File: config.mk
export PLATFORM = sky130hd
export DESIGN_NAME = ram_arbiter
export DESIGN_NICKNAME = d
export VERILOG_FILES = /design/src/rtl/ram_arb_pkg.sv /design/src/rtl/rr_arb2.sv /design/src/rtl/ram_arbiter.sv
export SDC_FILE = /design/constraint.sdc
export NUM_CORES = 1
export LEC_CHECK = 0
export CAP_MARGIN = 20
export CELL_PAD_IN_SITES_DETAIL_PLACEMENT = 1
export CELL_PAD_IN_SITES_GLOBAL_PLACEMENT = 2
export CORE_UTILIZATION = 22
export CTS_BUF_LIST = sky130_fd_sc_hd__clkbuf_16
export CTS_CLUSTER_DIAMETER = 150
export DETAILED_ROUTE_END_ITERATION = 8
export PLACE_DENSITY = 0.82
export SLEW_MARGIN = 40
export SYNTH_ARGS = -nofsm -noshare
export SYNTH_HDL_FRONTEND = slang
export SYNTH_SLANG_ARGS = --single-unit
File: constraint.sdc
create_clock -name clk -period 2.35 [get_ports clk]
set_input_delay 0.235 -clock clk [delete_from_list [all_inputs] [get_ports clk]]
set_output_delay 0.235 -clock clk [all_outputs]
set_load 0.02 [all_outputs]
File: src/rtl/ram_arb_pkg.sv
// Shared definitions for the two-requester single-port RAM arbiter:
// default widths, FSM state encoding and a grant-index helper.
package ram_arb_pkg;

   localparam int ADDR_W_DEF = 10;
   localparam int DATA_W_DEF = 8;

   typedef enum logic [1:0] {
      ST_IDLE   = 2'd0,
      ST_ACCESS = 2'd1,
      ST_RDWAIT = 2'd2
   } state_e;

   // Index of a one-hot 2-bit grant (bit 1 set -> requester 1).
   function automatic logic grant_index(input logic [1:0] onehot);
      return onehot[1];
   endfunction

endpackage

File: src/rtl/rr_arb2.sv
// Two-way round-robin picker: a lone valid requester wins, on contention
// the requester that was not granted last wins.
module rr_arb2 (
   input  logic [1:0] valid,
   input  logic       last_grant,
   output logic [1:0] grant
);

   // One-hot grant selection
   always_comb begin
      grant = 2'b00;
      case (valid)
         2'b01:   grant = 2'b01;
         2'b10:   grant = 2'b10;
         2'b11:   grant = last_grant ? 2'b01 : 2'b10;
         default: grant = 2'b00;
      endcase
   end

endmodule

File: src/rtl/ram_arbiter.sv
// Arbitrates two command streams onto one synchronous single-port RAM;
// one access per command, read data returned to its owner two cycles later.
module ram_arbiter
   import ram_arb_pkg::*;
#(
   parameter int ADDR_W = ADDR_W_DEF,
   parameter int DATA_W = DATA_W_DEF
) (
   input  logic                clk,
   input  logic                rst_n,
   input  logic [1:0]          req_valid,
   output logic [1:0]          req_ready,
   input  logic [1:0]          req_we,
   input  logic [2*ADDR_W-1:0] req_addr,
   input  logic [2*DATA_W-1:0] req_wdata,
   output logic [1:0]          rsp_valid,
   output logic [DATA_W-1:0]   rsp_rdata,
   output logic                ram_cs,
   output logic                ram_wr,
   output logic                ram_rd,
   output logic [ADDR_W-1:0]   ram_addr,
   output logic [DATA_W-1:0]   ram_wdata,
   input  logic [DATA_W-1:0]   ram_rdata
);

   state_e              state;
   state_e              state_nxt;
   logic                last_grant;
   logic                grant_idx;
   logic [1:0]          grant;
   logic                hs;
   logic                sel;
   logic                sel_we;
   logic [ADDR_W-1:0]   sel_addr;
   logic [DATA_W-1:0]   sel_wdata;

   rr_arb2 u_rr_arb2 (
      .valid      (req_valid),
      .last_grant (last_grant),
      .grant      (grant)
   );

   // Ready is gated by reset so no command can transfer while rst_n is low
   always_comb begin
      if (state == ST_IDLE && rst_n) begin
         req_ready = grant;
      end else begin
         req_ready = 2'b00;
      end
   end

   // Handshake detection and selection of the winning command fields
   always_comb begin
      hs        = |(req_valid & req_ready);
      sel       = grant_index(req_ready);
      sel_we    = sel ? req_we[1] : req_we[0];
      sel_addr  = sel ? req_addr[2*ADDR_W-1:ADDR_W] : req_addr[ADDR_W-1:0];
      sel_wdata = sel ? req_wdata[2*DATA_W-1:DATA_W] : req_wdata[DATA_W-1:0];
   end

   // Next-state logic; ram_wr is high in ACCESS exactly for writes
   always_comb begin
      state_nxt = state;
      case (state)
         ST_IDLE:   state_nxt = hs ? ST_ACCESS : ST_IDLE;
         ST_ACCESS: state_nxt = ram_wr ? ST_IDLE : ST_RDWAIT;
         ST_RDWAIT: state_nxt = ST_IDLE;
         default:   state_nxt = ST_IDLE;
      endcase
   end

   // State and arbitration history
   always_ff @(posedge clk) begin
      if (!rst_n) begin
         state      <= ST_IDLE;
         last_grant <= 1'b1;
         grant_idx  <= 1'b0;
      end else begin
         state <= state_nxt;
         if (hs) begin
            last_grant <= sel;
            grant_idx  <= sel;
         end
      end
   end

   // RAM strobes are the registered handshake, so they are high only in ACCESS
   always_ff @(posedge clk) begin
      if (!rst_n) begin
         ram_cs    <= 1'b0;
         ram_wr    <= 1'b0;
         ram_rd    <= 1'b0;
         ram_addr  <= '0;
         ram_wdata <= '0;
      end else begin
         ram_cs <= hs;
         ram_wr <= hs & sel_we;
         ram_rd <= hs & ~sel_we;
         if (hs) begin
            ram_addr  <= sel_addr;
            ram_wdata <= sel_wdata;
         end
      end
   end

   // Read response: capture RAM data in RDWAIT, strobe the owner next cycle
   always_ff @(posedge clk) begin
      if (!rst_n) begin
         rsp_valid <= 2'b00;
         rsp_rdata <= '0;
      end else begin
         if (state == ST_RDWAIT) begin
            rsp_valid <= {grant_idx, ~grant_idx};
            rsp_rdata <= ram_rdata;
         end else begin
            rsp_valid <= 2'b00;
         end
      end
   end

endmodule
---- After elaboration in Yosys (flattened, before gate mapping) ----
Cells that the tools add are included.
cells by class
  equality and inequality tests ........... 5
  multiplexer cells ....................... 9
  bitwise gates (word level) .............. 5
  reductions and logical operators ........ 4
operators by type and width
  cell                                                                   number
  10-bit 2-to-1 mux                                                      1
  8-bit 2-to-1 mux                                                       1
  2-bit equality test, second input constant                             3
  2-bit 2-to-1 mux                                                       3
  2-bit case mux with 3 select lines                                     1
  2-bit by 1-bit equality test with 1-bit output, second input constant  2
  2-bit case mux with 2 select lines                                     1
  1-bit AND                                                              2
  2-bit AND                                                              1
  2-bit zero test                                                        1
  1-bit 2-to-1 mux                                                       2
  1-bit inverter                                                         2
  2-bit AND reduction                                                    1
  2-bit OR reduction                                                     1
  1-bit logical AND                                                      1
word-level totals
  register bits ........................... 35
  input bits .............................. 50
  output and inout port bits .............. 33
  word-level logic and storage cells ...... 33

---- Depth between registers and ports, before layout ----
Gate-level depths: netlist (run 1).
  word-level depth ........................ 7
  depth in mapped cells ................... 5
  depth with buffers taken out ............ 3

---- Cells and area by module ----
A second synthesis (run 1) with hierarchy kept.
unflattened totals
  cell total of the unflattened synthesis .. 153
  area total of the unflattened synthesis .. 1520.2 um2
by module, submodules not included
  module       times used  cells each  area each (um2)
  ram_arbiter  1           150         1501.4
  rr_arb2      1           3           18.8

---- Worst setup path before layout (run 1) ----
No wires, ideal clock.
  path kind ............................... reg2reg
  start ................................... reg state[0]
  end ..................................... reg last_grant
  setup time .............................. 0.138 ns
  arrival ................................. 1.188 ns
  required time ........................... 2.212 ns
  slack ................................... 1.024 ns
  stages on the path, launching flop included .. 5
  cells stage by stage .................... dfxtp_1 -> nor3b_4 -> buf_6 -> and3_1 -> o221ai_1
between the ends
  word-level cells in the longest chain between the ends .. 5
RTL lines
  what                      line               text
  start: declaration        ram_arbiter.sv:26  state_e state;
  start signal: assignment  ram_arbiter.sv:79  state <= state_nxt;
  2-bit zero test           ram_arbiter.sv:45  if (state == ST_IDLE && rst_n) begin
  1-bit logical AND         ram_arbiter.sv:45
  2-bit 2-to-1 mux          ram_arbiter.sv:45
  net req_ready[0]          ram_arbiter.sv:12  output logic [1:0] req_ready,
  2-bit AND                 ram_arbiter.sv:54  hs = |(req_valid & req_ready);
  2-bit OR reduction        ram_arbiter.sv:54
  end signal: assignment    ram_arbiter.sv:81  last_grant <= sel;
  end: declaration          ram_arbiter.sv:28  logic last_grant;
The timed path passes the listed nets, and every way through them passes these cells.
A chain may end at the register's enable or synchronous reset.

---- Worst setup path in the final report (run 1) ----
  start ................................... in rst_n
  end ..................................... out req_ready[1]
between the ends
  word-level cells in the longest chain between the ends .. 2
RTL lines
  what                line               text
  start: declaration  ram_arbiter.sv:10  input logic rst_n,
  1-bit logical AND   ram_arbiter.sv:45
  2-bit 2-to-1 mux    ram_arbiter.sv:45
  end: declaration    ram_arbiter.sv:12
No other way between the ends.

==> results.toml, run 1 <==
[timing]
finalSetupViolations = 0
max_freq_ghz = 0.465
report.final.hold_viol_count = 0
timing_max_transition_violations_final = 0
finalCriticalPeriod_ps = 2150
worst_hold_slack_ps = 431
fin_crit_sh_pct = 91.6
rsz0062_at_grt = "no"
final.setup_skew_ps = 3.48
slew_headroom_pct = 58.1
tightestPinTransition_ps = 628
fin_tns_setup_ps = 0

[power]
power_density_nw_per_um2 = 660
share_of_total_power_in_sequential_cells_pct = 39.4
design_power_total_mw = 1.68
internal_power_mw = 1.22
netSwitchingPower_mw = 0.459
sw_frac_of_total_pct = 27.3
clock_power_share_pct = 37.2
ir_worst_vdd_mv = 0.272
combinationalPowerShare_pct = 23.3
p_leak_nw = 0.863

[final_layout]
syn_to_final_growth_pct = 65.4
utilization_pct = 37.5
mostFrequentLayoutCells = "82 x clkdlybuf4s50_1, 35 x dfxtp_1, 26 x a21oi_1"
fill_cells = 782
antenna_diode_count = 0
fin_nets = 302
most_frequent_standard_cell_in_the_layout_excluding_fill_and_tap_cells = "clkdlybuf4s50_1"
layoutNonFillerInstCount = 349
drive_gt1_share_pct = 7.11

[synth]
synthTopCellsByArea = "dfxtp_1 45%, a311oi_1 10%, a21oi_1 8.4%"
register_area_share_after_synthesis_pct = 45.5
synth.largest_area_cell = "dfxtp_1"
synth-async-reset-ratio_pct = 0
syn-num-nets = 224
synth.ff_latch_count = 35
netlist-cell-type-count = 27
synth_edf_count = 0
syn-cell-area_um2 = 1540
dominantRegCellSynth = "dfxtp_1"
synth_warnings = 0
synth_largest_type_area_fraction_pct = 45.5
postSynthAreaPerCell_um2 = 8.86
syn-instance-count = 174

[drt]
drt_first_pass_iters = 4
post_drt_via_cell_ratio = 4.54
route.detailed.drc = 0
wire_length_per_cell_after_detailed_routing_um = 14.1
drt-total-wl_um = 4920
ant_nets = 0
overall_via_count_from_detail_route = 1585
initialDrtViolationCount = 41

[floorplanning]
effective_utilization_at_floorplan_pct = 22.7
die_area_um2 = 7350
std_cell_rows = 30
chipHeight_um = 85.7
io_pins = 83
core_um2 = 6790
die_x_um = 85.7

[job]
max-cap-violations = 0

[global_route]
grt_pass1_wl_um = 8090
first_global_vias = 1676
global_route.overflow_total = 0
initial_antenna_violation_count = 0
grt_util_all_layers_pct = 14.0
grt_max_degree = 41

[worst_setup_path]
cpPeakStageDelay_ps = 600
startpoint_type = "input port"
worst_ep_required_time_ps = 2120
criticalPathCategory = "in -> out"
cp_max_fo = 5
crit_path_end_kind = "output port"
critical_path_arrival_ps = 1920
crit_path_frequent_cell = "clkdlybuf4s50_1"
critical-path-slowest-cell = "clkdlybuf4s50_1"
worstPathCellList = "clkdlybuf4s50_1 > or3b_1 > nor2_4 > clkdlybuf4s50_1"

[clock_tree]
cts.reportedPaths.clkPinSlew_ps = 60
tritoncts.num_buffers = 5
clockRootBuffer = "clkbuf_16"
htreeDepth = 2
cts_sinks = 35
clk-insertion-delay-late_ps = 270
cts_hold_repair.buffers = 0
number_of_resized_instances_in_the_post_cts_repair_step = 0
postCtsSetupRepairBufs = 0
clock_tree.buffer_depth = 2
cts_tree = "yes"

[place]
portBuffers = 82
placer_congestion = 0.760
dp_hpwl_um = 3470
dpl.cell_count = 341

[hold_path]
min_path_type = "reg -> reg"

[outcome]
status = "completed"
## power groups by stage
stage	clock, mW	combinational, mW	sequential [mW]
final	0.627	0.393	0.664
after global routing	0.678	0.426	0.669
after CTS	0.647	0.399	0.665
after detailed placement	0	0.397	0.677
after global placement	0	0.395	0.676
after floorplan	0	0.158	0.721
## routing by layer
| layer | global-route usage [%] | vias up | part of all wire [%] |
|---|---|---|---|
| li1 | - | 793 | - |
| met1 | 17.1 | 725 | 47 |
| met2 | 23.3 | 61 | 45 |
| met3 | 4.91 | 6 | 7.0 |
| met4 | 4.39 | 0 | 1.1 |
| met5 | 0 | - | 0 |
## cell families after synthesis
| logic type | synth area share (%) |
|---|---|
| flip-flops | 45.5 |
| AO/OA/AOI/OAI | 28.7 |
| buffers and inverters | 8.85 |
| AND/OR/NAND/NOR | 17.0 |
## worst max-delay path, delay by kind of cell
| kind | cells | cell delay (ps) |
|---|---|---|
| buffers and inverters | 2 | 1130 |
| AND/OR/NAND/NOR | 2 | 560 |
## through the flow
stage	worst slack [ps]	instance area, µm²
floorplan	1020	1540
global placement	209	2410
detailed placement	195	2410
CTS	188	2550
global route	133	2550
finish	197	2550
## synthesized netlist by cell type (2+ instances only)
cell type	count
o21ai_1	19
a311oi_1	18
nand3_1	19
a21oi_1	26
nand2b_1	2
buf_4	4
and3_1	2
and2_1	2
clkbuf_1	5
buf_6	5
nand2_1	16
inv_1	3
dfxtp_1	35
nor3_1	2
buf_2	4
## layout make-up
class | count | area (µm²) | area share (%)
inverters | 3 | 11.3 | 0.442
flip-flops and latches | 35 | 701 | 27.5
repair buffers | 89 | 873 | 34.2
multi-input cells | 118 | 704 | 27.6
clock inverters | 3 | 15.0 | 0.589
well taps | 96 | 120 | 4.71
clock buffers | 5 | 125 | 4.91
## path summary, 6_finish.rpt
kind,startpoint,endpoint,slack [ps],depth (start not counted)
worst max-delay path,rst_n,req_ready[1],200,4
worst min-delay path,ram_wr$_SDFF_PN0_,state[1]$_SDFF_PN0_,430,1
worst max register to register,state[0]$_SDFF_PN0_,ram_wr$_SDFF_PN0_,700,5
worst min register to register,ram_wr$_SDFF_PN0_,state[1]$_SDFF_PN0_,430,1
## registers in the layout, summed over array words and instances (netlist names)
| register | flops |
|---|---|
| ram_rd | 1 |
| ram_addr | 10 |
| ram_cs | 1 |
| rsp_valid | 2 |
| last_grant | 1 |
| state | 2 |
| ram_wdata | 8 |
| ram_wr | 1 |
| rsp_rdata | 8 |
| grant_idx | 1 |
(Power assumes the default switching activity.)
==> run 2, diff against run 1 <==
CTS_CLUSTER_DIAMETER = 200   (was 150)
REMOVE_ABC_BUFFERS = 1   (was not set)
SKIP_CTS_REPAIR_TIMING = 1   (was not set)
==> run 2 against run 1 <==
  * Clock power is 5.1% lower
  * Register-to-register slack worse by 100 ps
  * Via count grew 1.5%
  * Total power shrank 1.9%
  * Critical path type unchanged
  * Critical path depth unchanged
  * Wire length down 0.59%
  * Worst hold slack gained 2.7 ps
  * Die area is the same
  * Setup slack got worse by 26 ps
  * Non-clock buffer count down 1
  * Largest power group unchanged
  * Global-route usage shrank 0.21 points
==> results.toml, run 2 (synthesized netlist as in run 1, its figures left out) <==
[place]
placer_congestion = 0.665
dp_hpwl_um = 3430
portBuffers = 82
dp_slack_ps = 147

[final_layout]
most_frequent_standard_cell_in_the_layout_excluding_fill_and_tap_cells = "clkdlybuf4s50_1"
regMostFlops = "ram_addr"
largest_register_ff_count = 10
utilization_pct = 37.3
antenna_diode_count = 0
mostFrequentLayoutCells = "82 x clkdlybuf4s50_1, 35 x dfxtp_1, 26 x a21oi_1"
syn_to_final_growth_pct = 64.2
drive_gt1_share_pct = 5.60
fin_nets = 301
largest_registers = "ram_addr (10), ram_wdata (8), rsp_rdata (8)"

[worst_setup_path]
critical-path-slowest-cell = "clkdlybuf4s50_1"
crit_path_frequent_cell = "clkdlybuf4s50_1"
worst_path_dominant_cell_family = "buffers and inverters"
critical_path_arrival_ps = 1940
reg2reg_slack_ps = 600
crit_path_end_kind = "output port"
startpoint_type = "input port"
cp_num_buf_inv = 2
criticalPathCategory = "in -> out"
worst_ep_required_time_ps = 2120
cpPeakStageDelay_ps = 600
worstPathCellList = "clkdlybuf4s50_1 > or3b_1 > nor2_4 > clkdlybuf4s50_1"
cp_max_fo = 5

[global_route]
initial_antenna_violation_count = 0
grt_max_degree = 41
grt_pass1_wl_um = 7940
first_global_vias = 1672
grt_util_all_layers_pct = 13.8
global_route.overflow_total = 0

[clock_tree]
cts_sinks = 35
clk-insertion-delay-late_ps = 270
cts_tree = "yes"
clockRootBuffer = "clkbuf_16"
clock_tree.buffer_depth = 2
cts.reportedPaths.clkPinSlew_ps = 50
htreeDepth = 2
tritoncts.num_buffers = 5

[drt]
drt-total-wl_um = 4890
route.detailed.drc = 0
post_drt_via_cell_ratio = 4.65
ant_nets = 0
wire_length_per_cell_after_detailed_routing_um = 14.1
initialDrtViolationCount = 43
overall_via_count_from_detail_route = 1608
drt_first_pass_iters = 6

[floorplanning]
effective_utilization_at_floorplan_pct = 22.7
std_cell_rows = 30
io_pins = 83
die_area_um2 = 7350
core_um2 = 6790
chipHeight_um = 85.7
die_x_um = 85.7

[job]
max-cap-violations = 0

[timing]
max_freq_ghz = 0.459
timing_max_transition_violations_final = 0
fin_tns_setup_ps = 0
rsz0062_at_grt = "no"
fin_crit_sh_pct = 92.7
finalSetupViolations = 0
pnr_worst_setup_slack_ps = 172
tightestPinTransition_ps = 555
final.setup_skew_ps = 3.79
report.final.hold_viol_count = 0
slew_headroom_pct = 62.9
finalCriticalPeriod_ps = 2180

[hold_path]
min_path_type = "reg -> reg"

[power]
power_density_nw_per_um2 = 652
p_leak_nw = 0.852
ir_worst_vdd_mv = 0.258

[outcome]
status = "completed"
## run 2: cell types whose count changed in the layout (fill, tap and decap cells not counted), sizes merged
cell	previous run	this run
buf	7	6
clkinv	3	0
inv	3	4
## run 2: metrics by stage
step                      cell area [µm²]  total power [mW]  std cells  hold slack [ps]
after detailed placement             2400              1.07        340              431
after global routing                 2530              1.74        346              456
after CTS                            2530              1.68        346              440
after global placement               2400              1.07        340              413
final                                2530              1.65        346              433
after floorplan                      1420             0.849        156              314
## run 2: layout make-up
| class | instances | area [µm²] |
|---|---|---|
| fillers | 797 | 4260 |
| repair buffers | 88 | 866 |
| clock inverters | 1 | 3.75 |
| clock buffers | 5 | 125 |
| flip-flops and latches | 35 | 701 |
| multi-input cells | 118 | 704 |
| inverters | 3 | 11.3 |
| well taps | 96 | 120 |
## run 2: power breakdown
group          switching (mW)  total (mW)  internal (mW)
Sequential             0.0275       0.666          0.639
Clock                   0.219       0.595          0.376
Combinational           0.191       0.390          0.198
## run 2: path summary, 6_finish.rpt
| check | startpoint | end | cells after the start |
|---|---|---|---|
| max reg2reg | state[0]$_SDFF_PN0_ | ram_wr$_SDFF_PN0_ | 5 |
| min | grant_idx$_SDFFE_PN0P_ | rsp_valid[0]$_SDFF_PN0_ | 1 |
| max | rst_n | req_ready[1] | 4 |
| min reg2reg | grant_idx$_SDFFE_PN0P_ | rsp_valid[0]$_SDFF_PN0_ | 1 |
## run 2: per-layer routing
metal	up-vias	routed length, µm	GRT usage, %
met1	750	2240	16.0
met2	58	2240	23.4
met3	7	332	5.39
li1	793	-	-
met4	0	74	4.55
met5	-	0	0
